`src/rtl/amp_pkg.sv`:
```
// Shared types, constants and arithmetic helpers for the amp_expand
// downward expander.
package amp_pkg;

    localparam int SAMPLE_W     = 16;
    localparam int THR_W        = 4;
    localparam int WIN_LEN      = 4;
    localparam int HOLD_LEN_DEF = 8;
    localparam int K_W          = 4;
    localparam int PROD_W       = SAMPLE_W + K_W;

    typedef enum logic [1:0] {
        FILL   = 2'd0,
        IDLE   = 2'd1,
        EXPAND = 2'd2,
        HOLD   = 2'd3
    } amp_state_e;

    // Magnitude of a two's-complement sample; the most negative code clamps
    // so the result always fits in 15 bits.
    function automatic logic [SAMPLE_W-1:0] abs_clamp(input logic [SAMPLE_W-1:0] x);
        if (x == 16'h8000) begin
            return 16'h7FFF;
        end else if (x[SAMPLE_W-1]) begin
            return 16'h0000 - x;
        end else begin
            return x;
        end
    endfunction

    function automatic logic [SAMPLE_W-1:0] add16(input logic [SAMPLE_W-1:0] a,
                                                  input logic [SAMPLE_W-1:0] b,
                                                  input logic                cin);
        return SAMPLE_W'(a + b + SAMPLE_W'(cin));
    endfunction

    function automatic logic [PROD_W-1:0] mul16x4(input logic [SAMPLE_W-1:0] a,
                                                  input logic [K_W-1:0]      b);
        return PROD_W'(a) * PROD_W'(b);
    endfunction

endpackage

```
`src/rtl/amp_window4.sv`:
```
// Sliding magnitude window: the three previous accepted magnitudes are stored
// and the incoming one is the fourth entry, so the peak reflects the current sample.
module amp_window4
    import amp_pkg::*;
(
    input  logic                clk,
    input  logic                rst,
    input  logic                shift_en_i,
    input  logic [SAMPLE_W-1:0] mag_i,
    output logic [SAMPLE_W-1:0] peak_o
);

    logic [SAMPLE_W-1:0] hist_q [WIN_LEN-1];
    logic [SAMPLE_W-1:0] max_a;
    logic [SAMPLE_W-1:0] max_b;

    always_ff @(posedge clk) begin
        if (rst) begin
            for (int i = 0; i < WIN_LEN-1; i++) begin
                hist_q[i] <= '0;
            end
        end else if (shift_en_i) begin
            hist_q[0] <= mag_i;
            for (int i = 1; i < WIN_LEN-1; i++) begin
                hist_q[i] <= hist_q[i-1];
            end
        end
    end

    always_comb begin
        max_a  = (mag_i > hist_q[0]) ? mag_i : hist_q[0];
        max_b  = (hist_q[1] > hist_q[2]) ? hist_q[1] : hist_q[2];
        peak_o = (max_a > max_b) ? max_a : max_b;
    end

endmodule

```
`src/rtl/amp_expand.sv`:
```
// Peak-driven downward expander: a windowed peak above threshold sets a gain
// boost k_eff, held for HOLD_LEN accepts after the peak falls; two-stage output pipe.
module amp_expand
    import amp_pkg::*;
#(
    parameter int HOLD_LEN = HOLD_LEN_DEF
)
(
    input  logic                clk,
    input  logic                rst,
    input  logic                in_valid,
    input  logic [SAMPLE_W-1:0] inchan,
    input  logic [THR_W-1:0]    in_thresh,
    output logic                out_valid,
    output logic [SAMPLE_W-1:0] outchan,
    output logic                active,
    output amp_state_e          dbg_state
);

    localparam int HOLD_W = $clog2(HOLD_LEN + 1);
    localparam int FILL_W = $clog2(WIN_LEN);

    // Input handshake: a sample is taken on every clock with in_valid=1 and
    // rst=0; there is no ready. out_valid pulses once per taken sample,
    // two clocks later, and outchan holds its value in between.
    logic                accept;
    logic [SAMPLE_W-1:0] mag;
    logic [SAMPLE_W-1:0] peak;
    logic [SAMPLE_W-1:0] thr;
    logic [SAMPLE_W-1:0] diff;
    logic [K_W-1:0]      k_raw;

    amp_state_e          state_q, state_d;
    logic [K_W-1:0]      k_q, k_d;
    logic [HOLD_W-1:0]   hold_q, hold_d;
    logic [FILL_W-1:0]   fill_q, fill_d;

    logic                s1_valid_q;
    logic [SAMPLE_W-1:0] s1_mag_q;
    logic                s1_sign_q;
    logic [K_W-1:0]      s1_k_q;

    logic [PROD_W-1:0]   prod;
    logic [SAMPLE_W:0]   sum17;
    logic [SAMPLE_W-1:0] m_sat;
    logic [SAMPLE_W-1:0] out_d;
    logic                out_valid_q;
    logic [SAMPLE_W-1:0] outchan_q;

    assign accept = in_valid && !rst;
    assign mag    = abs_clamp(inchan);
    assign thr    = {1'b0, in_thresh, 11'b0};

    amp_window4 u_window (
        .clk        (clk),
        .rst        (rst),
        .shift_en_i (accept),
        .mag_i      (mag),
        .peak_o     (peak)
    );

    // D = P - T; a negative difference means no boost.
    assign diff  = add16(peak, ~thr, 1'b1);
    assign k_raw = diff[SAMPLE_W-1] ? '0 : K_W'(diff >> 11);

    always_ff @(posedge clk) begin
        if (rst) begin
            state_q <= FILL;
            k_q     <= '0;
            hold_q  <= '0;
            fill_q  <= '0;
        end else begin
            state_q <= state_d;
            k_q     <= k_d;
            hold_q  <= hold_d;
            fill_q  <= fill_d;
        end
    end

    always_comb begin
        state_d = state_q;
        k_d     = k_q;
        hold_d  = hold_q;
        fill_d  = fill_q;
        if (accept) begin
            case (state_q)
                FILL: begin
                    if (fill_q == FILL_W'(WIN_LEN - 1)) begin
                        k_d     = k_raw;
                        state_d = (k_raw != '0) ? EXPAND : IDLE;
                    end else begin
                        fill_d = fill_q + 1'b1;
                        k_d    = '0;
                    end
                end
                IDLE: begin
                    if (k_raw != '0) begin
                        state_d = EXPAND;
                        k_d     = k_raw;
                    end else begin
                        k_d = '0;
                    end
                end
                EXPAND: begin
                    if (k_raw >= k_q) begin
                        k_d = k_raw;
                    end else begin
                        state_d = HOLD;
                        hold_d  = HOLD_W'(1);
                    end
                end
                HOLD: begin
                    if (k_raw >= k_q) begin
                        state_d = EXPAND;
                        k_d     = k_raw;
                        hold_d  = '0;
                    end else if (hold_q == HOLD_W'(HOLD_LEN)) begin
                        k_d     = k_raw;
                        state_d = (k_raw != '0) ? EXPAND : IDLE;
                        hold_d  = '0;
                    end else begin
                        hold_d = hold_q + 1'b1;
                    end
                end
                default: begin
                    state_d = FILL;
                end
            endcase
        end
    end

    always_comb begin
        active    = (state_q == EXPAND) || (state_q == HOLD);
        dbg_state = state_q;
    end

    // Stage 1 carries the gain chosen for this very sample, not the old one.
    always_ff @(posedge clk) begin
        if (rst) begin
            s1_valid_q <= 1'b0;
            s1_mag_q   <= '0;
            s1_sign_q  <= 1'b0;
            s1_k_q     <= '0;
        end else begin
            s1_valid_q <= accept;
            if (accept) begin
                s1_mag_q  <= mag;
                s1_sign_q <= inchan[SAMPLE_W-1];
                s1_k_q    <= k_d;
            end
        end
    end

    always_comb begin
        prod  = mul16x4(s1_mag_q, s1_k_q);
        sum17 = {1'b0, s1_mag_q} + {1'b0, SAMPLE_W'(prod >> 4)};
        m_sat = (sum17 > 17'h07FFF) ? 16'h7FFF : sum17[SAMPLE_W-1:0];
        out_d = s1_sign_q ? (16'h0000 - m_sat) : m_sat;
    end

    always_ff @(posedge clk) begin
        if (rst) begin
            out_valid_q <= 1'b0;
            outchan_q   <= '0;
        end else begin
            out_valid_q <= s1_valid_q;
            if (s1_valid_q) begin
                outchan_q <= out_d;
            end
        end
    end

    assign out_valid = out_valid_q;
    assign outchan   = outchan_q;

endmodule

```
`config.mk`:
```
export PLATFORM = sky130hd
export DESIGN_NAME = amp_expand
export DESIGN_NICKNAME = d
export VERILOG_FILES = /design/src/rtl/amp_pkg.sv /design/src/rtl/amp_window4.sv /design/src/rtl/amp_expand.sv
export SDC_FILE = /design/constraint.sdc
export NUM_CORES = 1
export LEC_CHECK = 0
export BUFFER_PORTS_ARGS = -buffer_cell sky130_fd_sc_hd__buf_4
export CAP_MARGIN = 40
export CORE_ASPECT_RATIO = 1.25
export CORE_MARGIN = 5
export CORE_UTILIZATION = 25
export DETAILED_ROUTE_END_ITERATION = 10
export GPL_TIMING_DRIVEN = 0
export PLACE_DENSITY_LB_ADDON = 0.25
export SETUP_SLACK_MARGIN = 0.4
export SKIP_CTS_REPAIR_TIMING = 1
export SLEW_MARGIN = 20
export SYNTH_ARGS = -nofsm -noshare
export SYNTH_HDL_FRONTEND = slang
export SYNTH_SLANG_ARGS = --single-unit
```
`constraint.sdc`:
```
create_clock -name clk -period 12.7 [get_ports clk]
set_clock_uncertainty 0.05 [all_clocks]
set_input_delay 0.635 -clock clk [delete_from_list [all_inputs] [get_ports clk]]
set_output_delay 0.635 -clock clk [all_outputs]
set_load 0.03 [all_outputs]
```
After elaboration in Yosys (flattened, before gate mapping)
Memory sizes are Yosys's and may differ from the RTL's.
Cells that the tools add are included.
{"block": "classes", "order_cmp": 5, "div_mod_pow": 0, "bitwise_logic": 5, "shifts": 0, "multipliers": 1, "n_addsub": 7, "n_reduce_logical": 9, "n_eq_ne": 10, "muxes": 34}
{"cell": "$mux 16", "count": 10}
{"cell": "$gt 16x16->1", "count": 3}
{"cell": "$mux 4", "count": 10}
{"cell": "$sub 1x16->16 const A", "count": 2}
{"cell": "$mul 16x4->20", "count": 1}
{"cell": "$add 16x16->17", "count": 1}
{"cell": "$gt 17x15->1 const B", "count": 1}
{"cell": "$add 16x1->16 const B", "count": 1}
{"cell": "$add 16x16->16", "count": 1}
{"cell": "$eq 16x16->1 const B", "count": 1}
{"cell": "$not 15->16", "count": 1}
{"cell": "$pmux 4 s4", "count": 1}
{"cell": "$mux 2", "count": 6}
{"cell": "$pmux 2 s4", "count": 1}
{"cell": "$pmux 4 s2", "count": 1}
{"cell": "$eq 2x2->1 const B", "count": 3}
{"cell": "$ne 2x2->1 const B", "count": 3}
{"cell": "$reduce_and 3->1", "count": 2}
{"cell": "$mux 1", "count": 5}
{"cell": "$reduce_and 5->1", "count": 1}
{"cell": "$add 4x1->4 const B", "count": 1}
{"cell": "$eq 4x4->1 const B", "count": 1}
{"cell": "$ge 4x4->1", "count": 1}
{"cell": "$reduce_bool 4->1", "count": 1}
{"cell": "other kinds (10)", "count": 12}
{"block": "totals", "ff_bits": 51, "out_inout_bits": 20, "ram_bits": 48, "mem_count": 1, "mem_bits_ro": 0, "input_bits": 23, "latchBits": 0, "word_cells": 82}
{"name": "u_window.hist_q", "depth": 3, "word_bits": 16, "rd": 3, "rd_ports_with_merged_regs": 0, "write_ports": 3, "line_no": "amp_window4.sv:13", "rtl": "logic [SAMPLE_W-1:0] hist_q [WIN_LEN-1];"}

Longest topological paths before layout
Gate-level depths: netlist of the first run.
{"block": "logic_depth", "ltp_word": 15, "ltp_mapped": 44}

Cells and area by module
Synthesis of the first run repeated with hierarchy kept, for this count alone.
{"block": "hier_totals", "hier_cells": 1055, "hier_area_um2": 9260.1}
{"mod": "amp_expand", "n_inst": 1, "cells_per_inst": 729, "area_each_um2": 5681.7, "seq_area_each_um2": 1021.0}
{"mod": "amp_window4", "n_inst": 1, "cells_per_inst": 326, "area_each_um2": 3578.4, "seq_area_each_um2": 1441.4}

Worst setup path before layout of the first run
No wires, ideal clock.
{"block": "synth_path", "path_kind": "input to register", "start": "in inchan[1]", "end": "reg hold_q[3]", "t_arrival_ps": 9230, "setup_time_ps": 71, "cell_stages": 41, "n_path_buf": 5, "slack_ps": 3349, "required_ps": 12579, "path_cell_list": "inv_1 -> ha_1 -> nor3b_1 -> nand2_1 -> or3_1 -> or2_2 -> clkbuf_1 -> o211a_1 -> inv_1 -> ha_1 -> nor2b_1 -> o211ai_1 -> a2111o_1 -> a31oi_1 -> clkbuf_1 -> clkbuf_1 -> nand2_1 -> o21ai_0 -> [... 5 more ...] -> clkbuf_1 -> mux2_2 -> fa_1 -> nor2b_1 -> o21ai_0 -> nor2b_1 -> o211ai_2 -> nand2_2 -> or2_1 -> ha_1 -> nand2b_1 -> a21o_1 -> a21oi_1 -> o211ai_1 -> or3_1 -> clkbuf_1 -> or4_1 -> a21oi_1"}
{"block": "synth_via", "elab_chain_len": 13, "word_cells_on_any_way": 16}
{"item": "start, declared", "line_no": "amp_expand.sv:12", "rtl": "input logic [SAMPLE_W-1:0] inchan,"}
{"item": "$sub 1x16->16", "line_no": "amp_pkg.sv:25", "rtl": "return 16'h0000 - x;"}
{"item": "$mux 16", "line_no": "amp_pkg.sv:24", "rtl": "end else if (x[SAMPLE_W-1]) begin"}
{"item": "$mux 16 (*)", "line_no": "amp_pkg.sv:22", "rtl": "if (x == 16'h8000) begin"}
{"item": "via mag[1]", "line_no": "amp_expand.sv:27", "rtl": "logic [SAMPLE_W-1:0] mag;"}
{"item": "$gt 16x16->1", "line_no": "amp_window4.sv:31", "rtl": "max_a = (mag_i > hist_q[0]) ? mag_i : hist_q[0];"}
{"item": "$mux 16 (*)", "line_no": "amp_window4.sv:31"}
{"item": "$gt 16x16->1", "line_no": "amp_window4.sv:33", "rtl": "peak_o = (max_a > max_b) ? max_a : max_b;"}
{"item": "$mux 16 (*)", "line_no": "amp_window4.sv:33"}
{"item": "$add 16x16->16 (*)", "line_no": "amp_pkg.sv:34", "rtl": "return SAMPLE_W'(a + b + SAMPLE_W'(cin));"}
{"item": "$add 16x1->16 (*)", "line_no": "amp_pkg.sv:34"}
{"item": "$mux 4 (*)", "line_no": "amp_expand.sv:64", "rtl": "assign k_raw = diff[SAMPLE_W-1] ? '0 : K_W'(diff >> 11);"}
{"item": "$ge 4x4->1 (*)", "line_no": "amp_expand.sv:105, amp_expand.sv:113"}
{"item": "$mux 4 / $ne 2x2->1 (equally long branches)"}
{"item": "$pmux 4 s2 / $reduce_and 3->1 (equally long branches)"}
{"item": "end signal, assigned", "line_no": "amp_expand.sv:75", "rtl": "hold_q <= hold_d;"}
{"item": "end, declared", "line_no": "amp_expand.sv:35", "rtl": "logic [HOLD_W-1:0] hold_q, hold_d;"}
Mark *: on every way through the listed nets, which the timed path passes. The rest lies on a longest branch.
A chain may end at the register's enable or synchronous reset.

Worst setup path after layout of the first run
Ends and elaborated chain as after synthesis.

==> impl_metrics.yaml, run 1 <==
clock_tree:
  clk_path_buf_depth: 2
  cts-root-buf: "clkbuf_16"
  cts_sinks: 99
  htreeDepth: 3
  clk_pin_slew_worst_paths_ps: 80
  clock_latency_ps: 360
  numCtsBuffers: 9
  tritoncts: "built"
timing:
  relSlewSlack_pct: 38.8
  hold_violations: 0
  finalCriticalPeriod_ps: 11210
  fin_tns_setup_ps: 0
  drv_slew: 0
  rsz0062_at_grt: "no"
  fin_crit_sh_pct: 88.2
  worst_slew_pin_slew_ps: 894
  setup_viol: 0
  fmax_mhz: 89.2
floorplan:
  die_w_um: 180
  rows: 77
  io_pins: 43
  start_util_pct: 25.4
  coreArea_um2: 35600
  die_h_um: 223
  dieArea_um2: 40100
grt:
  antenna_found_initial: 0
  track_usage_pct: 12.6
  grt_start_max_net_pins: 30
  grt_overflow_total: 0
  grt_pass1_wl_um: 41500
  grt_pass1_vias: 8024
place:
  io_buffers: 40
  gp_congestion: 0.823
  dp_hpwl_um: 20600
job:
  drv_cap: 0
cells_and_area:
  num_antenna_cells: 0
  final_cell_mix: "nor2_1, ha_1, inv_1"
  layout_commonest_cell: "nor2_1"
  fin_nets: 1282
  syn2layout_area_growth_pct: 13.2
  layout-drive-gt1-share_pct: 7.92
power:
  intPower_w: 0.000652
  p_sw_share_pct: 39.5
  leakagePower_nw: 4.47
  power_switching_w: 0.000425
  clkPwrFrac_pct: 25.2
  powerDensity_nw_per_um2: 105
  total_power_w: 0.00108
  seqPwrFrac_pct: 34.8
  ir_worst_vdd_uv: 64.1
  combPwrFrac_pct: 40.0
logic_synthesis:
  synthCells: 1078
  syn_area_per_cell_um2: 8.38
  synth_edf_count: 48
  yosysWarnings: 0
  yosysTopAreaCellShare_pct: 16.0
  ys_seq_area_share_pct: 27.3
  synthTopCellsByArea: "edfxtp_1, ha_1, dfxtp_1"
  synth_ff_type: "dfxtp_1"
  yosysTopAreaCell: "edfxtp_1"
  synth-async-reset-ratio_pct: 0
  syn-num-nets: 1229
  ys_types: 83
  netlist_area_um2: 9030
  ys_ff_latch: 99
critical_path:
  worst_ep_arrival_time_ps: 11440
  crit_fanout: 10
  max_stage_delay_ps: 660
  worstSetupStartpoint: "inchan[1]"
  r2r_end: "outchan[12]"
  end_kind: "flip-flop"
  setup.worst_path.start_class: "input pin"
  r2r_slack_ps: 3920
  required_ps: 12930
  cp_slowest_cell: "nor3b_1"
  reg2reg_depth: 31
  critPathBufInv: 8
  critical_path_cell_count: 43
  cpLargestDelayFamily: "simple AND/OR/NAND/NOR gates"
  r2r-start: "s1_k_q[3]"
  crit_end: "hold_q[3]"
  critPathKind: "input pin to flip-flop"
min_path:
  min_from: "outchan[2]"
  min-delay-path-class: "flip-flop to flip-flop"
routing:
  ant_nets: 0
  met2RoutedLength_um: 13200
  routedWlPerCell_um: 15.6
  drc: 0
  wirelength_um: 25200
  wl_met3_um: 575
  top_layer: "met4"
  dr_total_vias: 7870
  vias_per_cell: 4.89
  drtIter0Drc: 274
  firstDrtPassIters: 5
  drt-met1-wl_um: 10900
run_status:
  status: "finished, final reports clean"
==> metrics by stage <==
stage | worst slack, ps | utilization (%) | cell area (µm²) | hold WS [ps] | std cells
after global placement | 1190 | 27.9 | 9930 | 399 | 1592
after CTS | 1620 | 28.8 | 10200 | 426 | 1610
after floorplan | 3350 | - | 9030 | 408 | 1078
after detailed placement | 1250 | 28.0 | 9950 | 407 | 1594
final | 1490 | 28.8 | 10200 | 416 | 1610
after global routing | 750 | 28.8 | 10200 | 446 | 1610
==> area by class of cell <==
class                      instances  area [µm²]
buffer                            41         159
clock buffer                       9         225
clock inverter                     7        52.6
fill                            3821       25300
inverter                          98         368
multi-input combinational        840        6040
sequential                        99        2460
tap                              474         593
timing repair buffer              42         324
==> cells by family (layout without fill, tap and decap cells) <==
group	count (synthesis)	in the layout	synth area share, %
AO/OA/AOI/OAI	282	282	21.5
XOR/XNOR	33	33	3.20
adder cells (fa/ha/maj)	128	128	20.1
buffers and inverters	139	197	5.83
flip-flops	99	99	27.3
multiplexers	10	10	1.15
AND/OR/NAND/NOR	387	387	20.9
==> cell usage after synthesis (5+ instances only) <==
| cell | count |
|---|---|
| nor2_1 | 130 |
| o211ai_1 | 11 |
| o21a_1 | 15 |
| nand4_1 | 13 |
| o22ai_1 | 9 |
| and2_1 | 45 |
| mux2i_1 | 7 |
| and3_1 | 12 |
| xor2_1 | 16 |
| edfxtp_1 | 48 |
| a21oi_1 | 81 |
| o41ai_1 | 6 |
| or4_1 | 6 |
| or3_1 | 5 |
| nor2b_1 | 10 |
| inv_1 | 97 |
| xnor2_1 | 17 |
| a31oi_1 | 8 |
| nand2b_1 | 7 |
| nand2_1 | 93 |
| ha_1 | 99 |
| dfxtp_1 | 51 |
| clkbuf_1 | 36 |
| a21o_1 | 24 |
| a211oi_1 | 10 |
| nand3_1 | 16 |
| nor3_1 | 18 |
| nor4_1 | 5 |
| o31ai_1 | 7 |
| a311oi_1 | 5 |
| or2_2 | 5 |
| o21ai_0 | 45 |
| fa_1 | 29 |
==> power groups by stage <==
stage	Clock [W]	Combinational, W	Sequential [W]
3_3_place_gp	0	0.000424	0.000383
3_5_place_dp	0	0.000430	0.000382
5_1_grt	0.000291	0.000485	0.000378
2_1_floorplan	0	0.000308	0.000383
6_report	0.000272	0.000431	0.000375
4_1_cts	0.000280	0.000433	0.000375
==> per-layer routing <==
metal / vias to the layer above / track usage, %
met1: 3783 / 14.6
met5: - / 0
met3: 30 / 1.75
met2: 100 / 23.8
li1: 3957 / -
met4: 0 / 3.71
==> state kept, by name, indices dropped and copies added (netlist names) <==
name and cells:
s1_sign_q 1, outchan 16, s1_mag_q 16, hold_q 4, fill_q 2, out_valid 1, dbg_state 2, k_q 4
s1_k_q 4, s1_valid_q 1, u_window.hist_q 48
==> worst reg2reg max path: cells and delay by family, from the launching register on <==
kind	cells	cell delay, ps
AND/OR/NAND/NOR	13	3130
AO/OA/AOI/OAI	7	2090
adder cells (fa/ha/maj)	5	1740
buffers and inverters	5	1250
flip-flops	1	310
XOR/XNOR	1	100
==> how the worst min path moves through the flow <==
stage	endpoint	slack [ps]	depth (start not counted)
CTS	outchan[8]	430	2
floorplan	hold_q[3]	410	2
global placement	outchan[2]	400	2
global route	outchan[15]	450	1
detailed placement	outchan[8]	410	2
finish	outchan[2]	420	2
(Power assumes the default switching activity.)
==> run 2: changes to the inputs <==
Settings changed: CORE_ASPECT_RATIO 1.25 to 2.
==> run 2 against run 1 <==
- wire length increased by 10%
- sequential share of layout area about the same
- largest cell class unchanged
- total power up 1.8%
- flip-flop and latch count stayed put
- clock power up 3%
- highest routed layer unchanged
- count of clock-buffer cells in the layout did not move
- setup slack got worse by 380 ps
- register-to-register slack got worse by 570 ps
- critical path type unchanged
- worst hold slack got worse by 2.6 ps
- combinational power grew 3%
==> impl_metrics.yaml, run 2 (synthesized netlist as in run 1, its figures left out) <==
clock_tree:
  cts_sinks: 99
  clk_pin_slew_worst_paths_ps: 80
  clk_path_buf_depth: 2
  cts-root-buf: "clkbuf_16"
  clock_latency_ps: 380
  tritoncts: "built"
  numCtsBuffers: 9
  htreeDepth: 3
routing:
  ant_nets: 0
  wirelength_um: 27700
  met2RoutedLength_um: 16300
  vias_per_cell: 5.01
  routedWlPerCell_um: 17.5
  drt-met1-wl_um: 9340
  dr_total_vias: 7938
  top_layer: "met4"
  drc: 0
  drtIter0Drc: 257
  firstDrtPassIters: 4
  wl_met3_um: 577
critical_path:
  worst_ep_arrival_time_ps: 11830
  required_ps: 12940
  r2r-start: "s1_k_q[3]"
  setup.worst_path.start_class: "input pin"
  crit_fanout: 10
  reg2reg_depth: 31
  max_stage_delay_ps: 740
  critPathKind: "input pin to flip-flop"
  end_kind: "flip-flop"
  cp_slowest_cell: "nor3b_1"
  cp_common_cell: "ha_1"
  r2r_slack_ps: 3350
  r2r_end: "outchan[12]"
timing:
  hold_violations: 0
  drv_slew: 0
  whs_ps: 413
  finalCriticalPeriod_ps: 11590
  worst_slew_pin_slew_ps: 889
  fin_crit_sh_pct: 91.2
  setup_viol: 0
  relSlewSlack_pct: 40.6
  fmax_mhz: 86.3
  rsz0062_at_grt: "no"
  fin_tns_setup_ps: 0
cells_and_area:
  layout-drive-gt1-share_pct: 7.92
  top_register: "u_window.hist_q"
  syn2layout_area_growth_pct: 13.1
  layout_commonest_cell: "nor2_1"
  num_antenna_cells: 0
  final_cell_mix: "nor2_1, ha_1, inv_1"
  fillCellCount: 3962
  fin_nets: 1282
  largest_reg_flops: 48
place:
  dp_hpwl_um: 23400
  gp_congestion: 0.903
  io_buffers: 40
floorplan:
  start_util_pct: 25.2
  dieArea_um2: 40300
  coreArea_um2: 35800
  rows: 98
  io_pins: 43
  die_h_um: 279
  die_w_um: 144
power:
  powerDensity_nw_per_um2: 107
  leakagePower_nw: 4.47
  ir_worst_vdd_uv: 69.9
grt:
  track_usage_pct: 14.1
  grt_overflow_total: 0
  grt_pass1_vias: 8340
  grt_start_max_net_pins: 30
  grt_pass1_wl_um: 43800
  antenna_found_initial: 0
run_status:
  status: "finished, final reports clean"
min_path:
  worstHoldPathCells: 2
  whs_endpoint: "outchan[12]"
  min_from: "outchan[12]"
  min-delay-path-class: "flip-flop to flip-flop"
job:
  drv_cap: 0
[run 2: cell count changes in the layout (fill, tap and decap cells not counted), sizes merged]
| cell | delta |
|---|---|
| buf | -1 |
| clkbuf | +1 |
| clkinv | -2 |
| inv | +2 |
[run 2: final cells by class]
class / count / area, µm² / area share [%]
clock buffers: 9 / 225 / 2.21
well taps: 450 / 563 / 5.51
multi-input cells: 840 / 6050 / 59.2
clock inverters: 7 / 57.6 / 0.564
plain buffers: 41 / 159 / 1.56
flip-flops and latches: 99 / 2460 / 24.1
inverters: 98 / 368 / 3.60
repair buffers: 42 / 333 / 3.26
[run 2: critical path: cells and delay by family]
kind / cells / cell delay (ps)
AOI/OAI and AO/OA: 14 / 3110
buffers and inverters: 6 / 1660
and+or+nand+nor: 15 / 4780
adders and majority gates: 6 / 1640
[run 2: how the worst max path moves through the flow]
stage	from	end	slack, ps
detailed placement	inchan[1]	hold_q[3]	690
finish	inchan[1]	hold_q[3]	1110
global placement	inchan[1]	s1_k_q[1]	730
floorplan	inchan[1]	hold_q[3]	3350
CTS	inchan[1]	hold_q[3]	1070
global route	inchan[1]	hold_q[3]	430
[run 2: routing by layer]
| metal | GRT usage [%] | up-vias |
|---|---|---|
| met5 | 0 | - |
| met4 | 7.61 | 0 |
| met3 | 1.80 | 68 |
| met2 | 28.8 | 130 |
| met1 | 12.7 | 3772 |
| li1 | - | 3968 |
[run 2: power breakdown]
| group | switching (W) | internal [W] |
|---|---|---|
| clock network | 0.000144 | 0.000136 |
| logic | 0.000281 | 0.000161 |
| registers | 0.0000177 | 0.000357 |
| total | 0.000442 | 0.000655 |
[run 2: stage by stage]
step	total power [W]	setup WS [ps]	utilization (%)	cells	instance area, µm²
global route	0.00117	425	28.5	1586	10200
global placement	0.000823	726	27.6	1568	9900
detailed placement	0.000828	692	27.7	1569	9930
CTS	0.00111	1070	28.5	1585	10200
floorplan	0.000691	3350	-	1078	9030
finish	0.00110	1110	28.5	1586	10200
==> run 3: changes to the inputs <==
Settings changed: ABC_AREA from default to 1.
==> run 3 against run 2 <==
- register-to-register slack gained 1100 ps
- fmax grew 24%
- first-iteration DRC count grew 18%
- worst hold slack gained 7.6 ps
- utilization is essentially flat
- non-clock buffer count shrank 9
- total power shrank 1.4%
- critical endpoint is now k_q[3]
==> impl_metrics.yaml, run 3 <==
routing:
  ant_nets: 0
  wl_met3_um: 383
  dr_total_vias: 8306
  met2RoutedLength_um: 17000
  vias_per_cell: 4.54
  drc: 0
  firstDrtPassIters: 4
  top_layer: "met4"
  routedWlPerCell_um: 15.4
  drt-met1-wl_um: 8570
  wirelength_um: 28100
  drtIter0Drc: 303
logic_synthesis:
  synth_ff_type: "dfxtp_1"
  ys_types: 48
  synth_common_cells: "nand2_1, inv_1, nor2_1, ha_1, o21ai_0"
  synth-async-reset-ratio_pct: 0
  netlist_area_um2: 9240
  synthCells: 1316
  syn_area_per_cell_um2: 7.02
  yosysMostFrequentCell: "nand2_1"
  yosysWarnings: 0
  yosysTopAreaCellShare_pct: 15.6
  yosysTopAreaCell: "edfxtp_1"
  ys_ff_latch: 99
  synth_edf_count: 48
  ys_seq_area_share_pct: 26.6
  syn-num-nets: 1467
  synthTopCellsByArea: "edfxtp_1, nand2_1, ha_1"
cells_and_area:
  syn2layout_area_growth_pct: 12.8
  fin_util_pct: 28.5
  layout-drive-gt1-share_pct: 7.93
  largest_reg_flops: 48
  instances_no_fill: 1828
  top_register: "u_window.hist_q"
  fin_nets: 1520
  final_cell_mix: "nand2_1, inv_1, nor2_1"
  layout_commonest_cell: "nand2_1"
  num_antenna_cells: 0
place:
  gp_congestion: 0.830
  io_buffers: 42
  dp_hpwl_um: 24200
  dp_cells: 1812
grt:
  grt_start_max_net_pins: 52
  grt_pass1_vias: 8440
  antenna_found_initial: 0
  track_usage_pct: 13.8
  grt_overflow_total: 0
  grt_pass1_wl_um: 43600
job:
  drv_cap: 0
power:
  clkPwrFrac_pct: 26.8
  seqPwrFrac_pct: 34.2
  total_power_w: 0.00108
  intPower_w: 0.000645
  ir_worst_vdd_uv: 83.1
  p_sw_share_pct: 40.4
  powerDensity_nw_per_um2: 104
  combPwrFrac_pct: 39.0
  leakagePower_nw: 5.45
  power_switching_w: 0.000437
min_path:
  min-delay-path-class: "flip-flop to flip-flop"
timing:
  fmax_mhz: 107
  finalCriticalPeriod_ps: 9370
  hold_violations: 0
  drv_slew: 0
  whs_ps: 421
  setup_viol: 0
  fin_tns_setup_ps: 0
  rsz0062_at_grt: "no"
  worst_slew_pin_slew_ps: 719
  relSlewSlack_pct: 51.6
  fin_crit_sh_pct: 73.7
critical_path:
  cp_common_cell: "nand2_1"
  end_kind: "flip-flop"
  setup.worst_path.start_class: "input pin"
  worst_ep_arrival_time_ps: 9550
  critPathKind: "input pin to flip-flop"
  max_stage_delay_ps: 530
  cpLargestDelayFamily: "simple AND/OR/NAND/NOR gates"
  critPathBufInv: 12
  required_ps: 12880
  crit_fanout: 10
  cp_slowest_cell: "nor2_1"
floorplan:
  dieArea_um2: 41100
  io_pins: 43
  start_util_pct: 25.3
  die_w_um: 146
  rows: 99
  die_h_um: 282
  coreArea_um2: 36500
clock_tree:
  tritoncts: "built"
  numCtsBuffers: 9
  htreeDepth: 3
  clk_path_buf_depth: 2
  cts-root-buf: "clkbuf_16"
  cts_sinks: 99
  clock_latency_ps: 370
  clk_pin_slew_worst_paths_ps: 80
run_status:
  status: "finished, final reports clean"
==> run 3: tightest hold or removal path, stage by stage (launching register included) <==
cell and delay [ps]:
dfxtp_1 320, nand2_1 60, a21oi_1 50
==> run 3: kinds of logic (layout without fill, tap and decap cells) <==
family	count (synthesis)	count (layout)	share of synthesized area [%]
AOI/OAI and AO/OA	193	193	11.5
adders and majority gates	128	128	19.7
DFF	99	99	26.6
buffers and inverters	267	325	11.2
xor gates and xnor gates	43	43	4.08
and+or+nand+nor	586	586	27.0
==> run 3: per-layer routing <==
metal / up-vias / global-route usage, %
met5: - / 0
met4: 0 / 9.78
met3: 66 / 1.17
met2: 104 / 30.5
met1: 3844 / 10.5
li1: 4292 / -
==> run 3: area by class of cell <==
cell class                 instances  area (µm²)
tap                              454         568
timing repair buffer              42         315
clock inverter                     6        48.8
multi-input combinational        950        5750
inverter                         235         885
sequential                        99        2460
buffer                            32         150
clock buffer                      10         250
fill                            3954       26100
==> run 3: stage by stage <==
step | setup slack (ps) | cell area, µm²
after floorplan | 5850 | 9240
after global placement | 2810 | 10100
after detailed placement | 2750 | 10100
after CTS | 3130 | 10400
after global routing | 2560 | 10400
final | 3330 | 10400
==> run 3: power by group through the flow <==
stage	Sequential, W	Combinational, W	Clock (W)
global placement	0.000378	0.000423	0
floorplan	0.000379	0.000299	0
global route	0.000372	0.000484	0.000309
finish	0.000370	0.000422	0.000290
CTS	0.000370	0.000432	0.000300
detailed placement	0.000377	0.000430	0
==> run 3: path summary, 6_finish.rpt <==
| kind | startpoint | endpoint | slack (ps) | depth (start not counted) |
|---|---|---|---|---|
| max | inchan[0] | k_q[3] | 3330 | 50 |
| min | outchan[1] | outchan[1] | 420 | 2 |
| max reg2reg | u_window.hist_q[0][31] | k_q[3] | 4420 | 37 |
| min reg2reg | outchan[1] | outchan[1] | 420 | 2 |
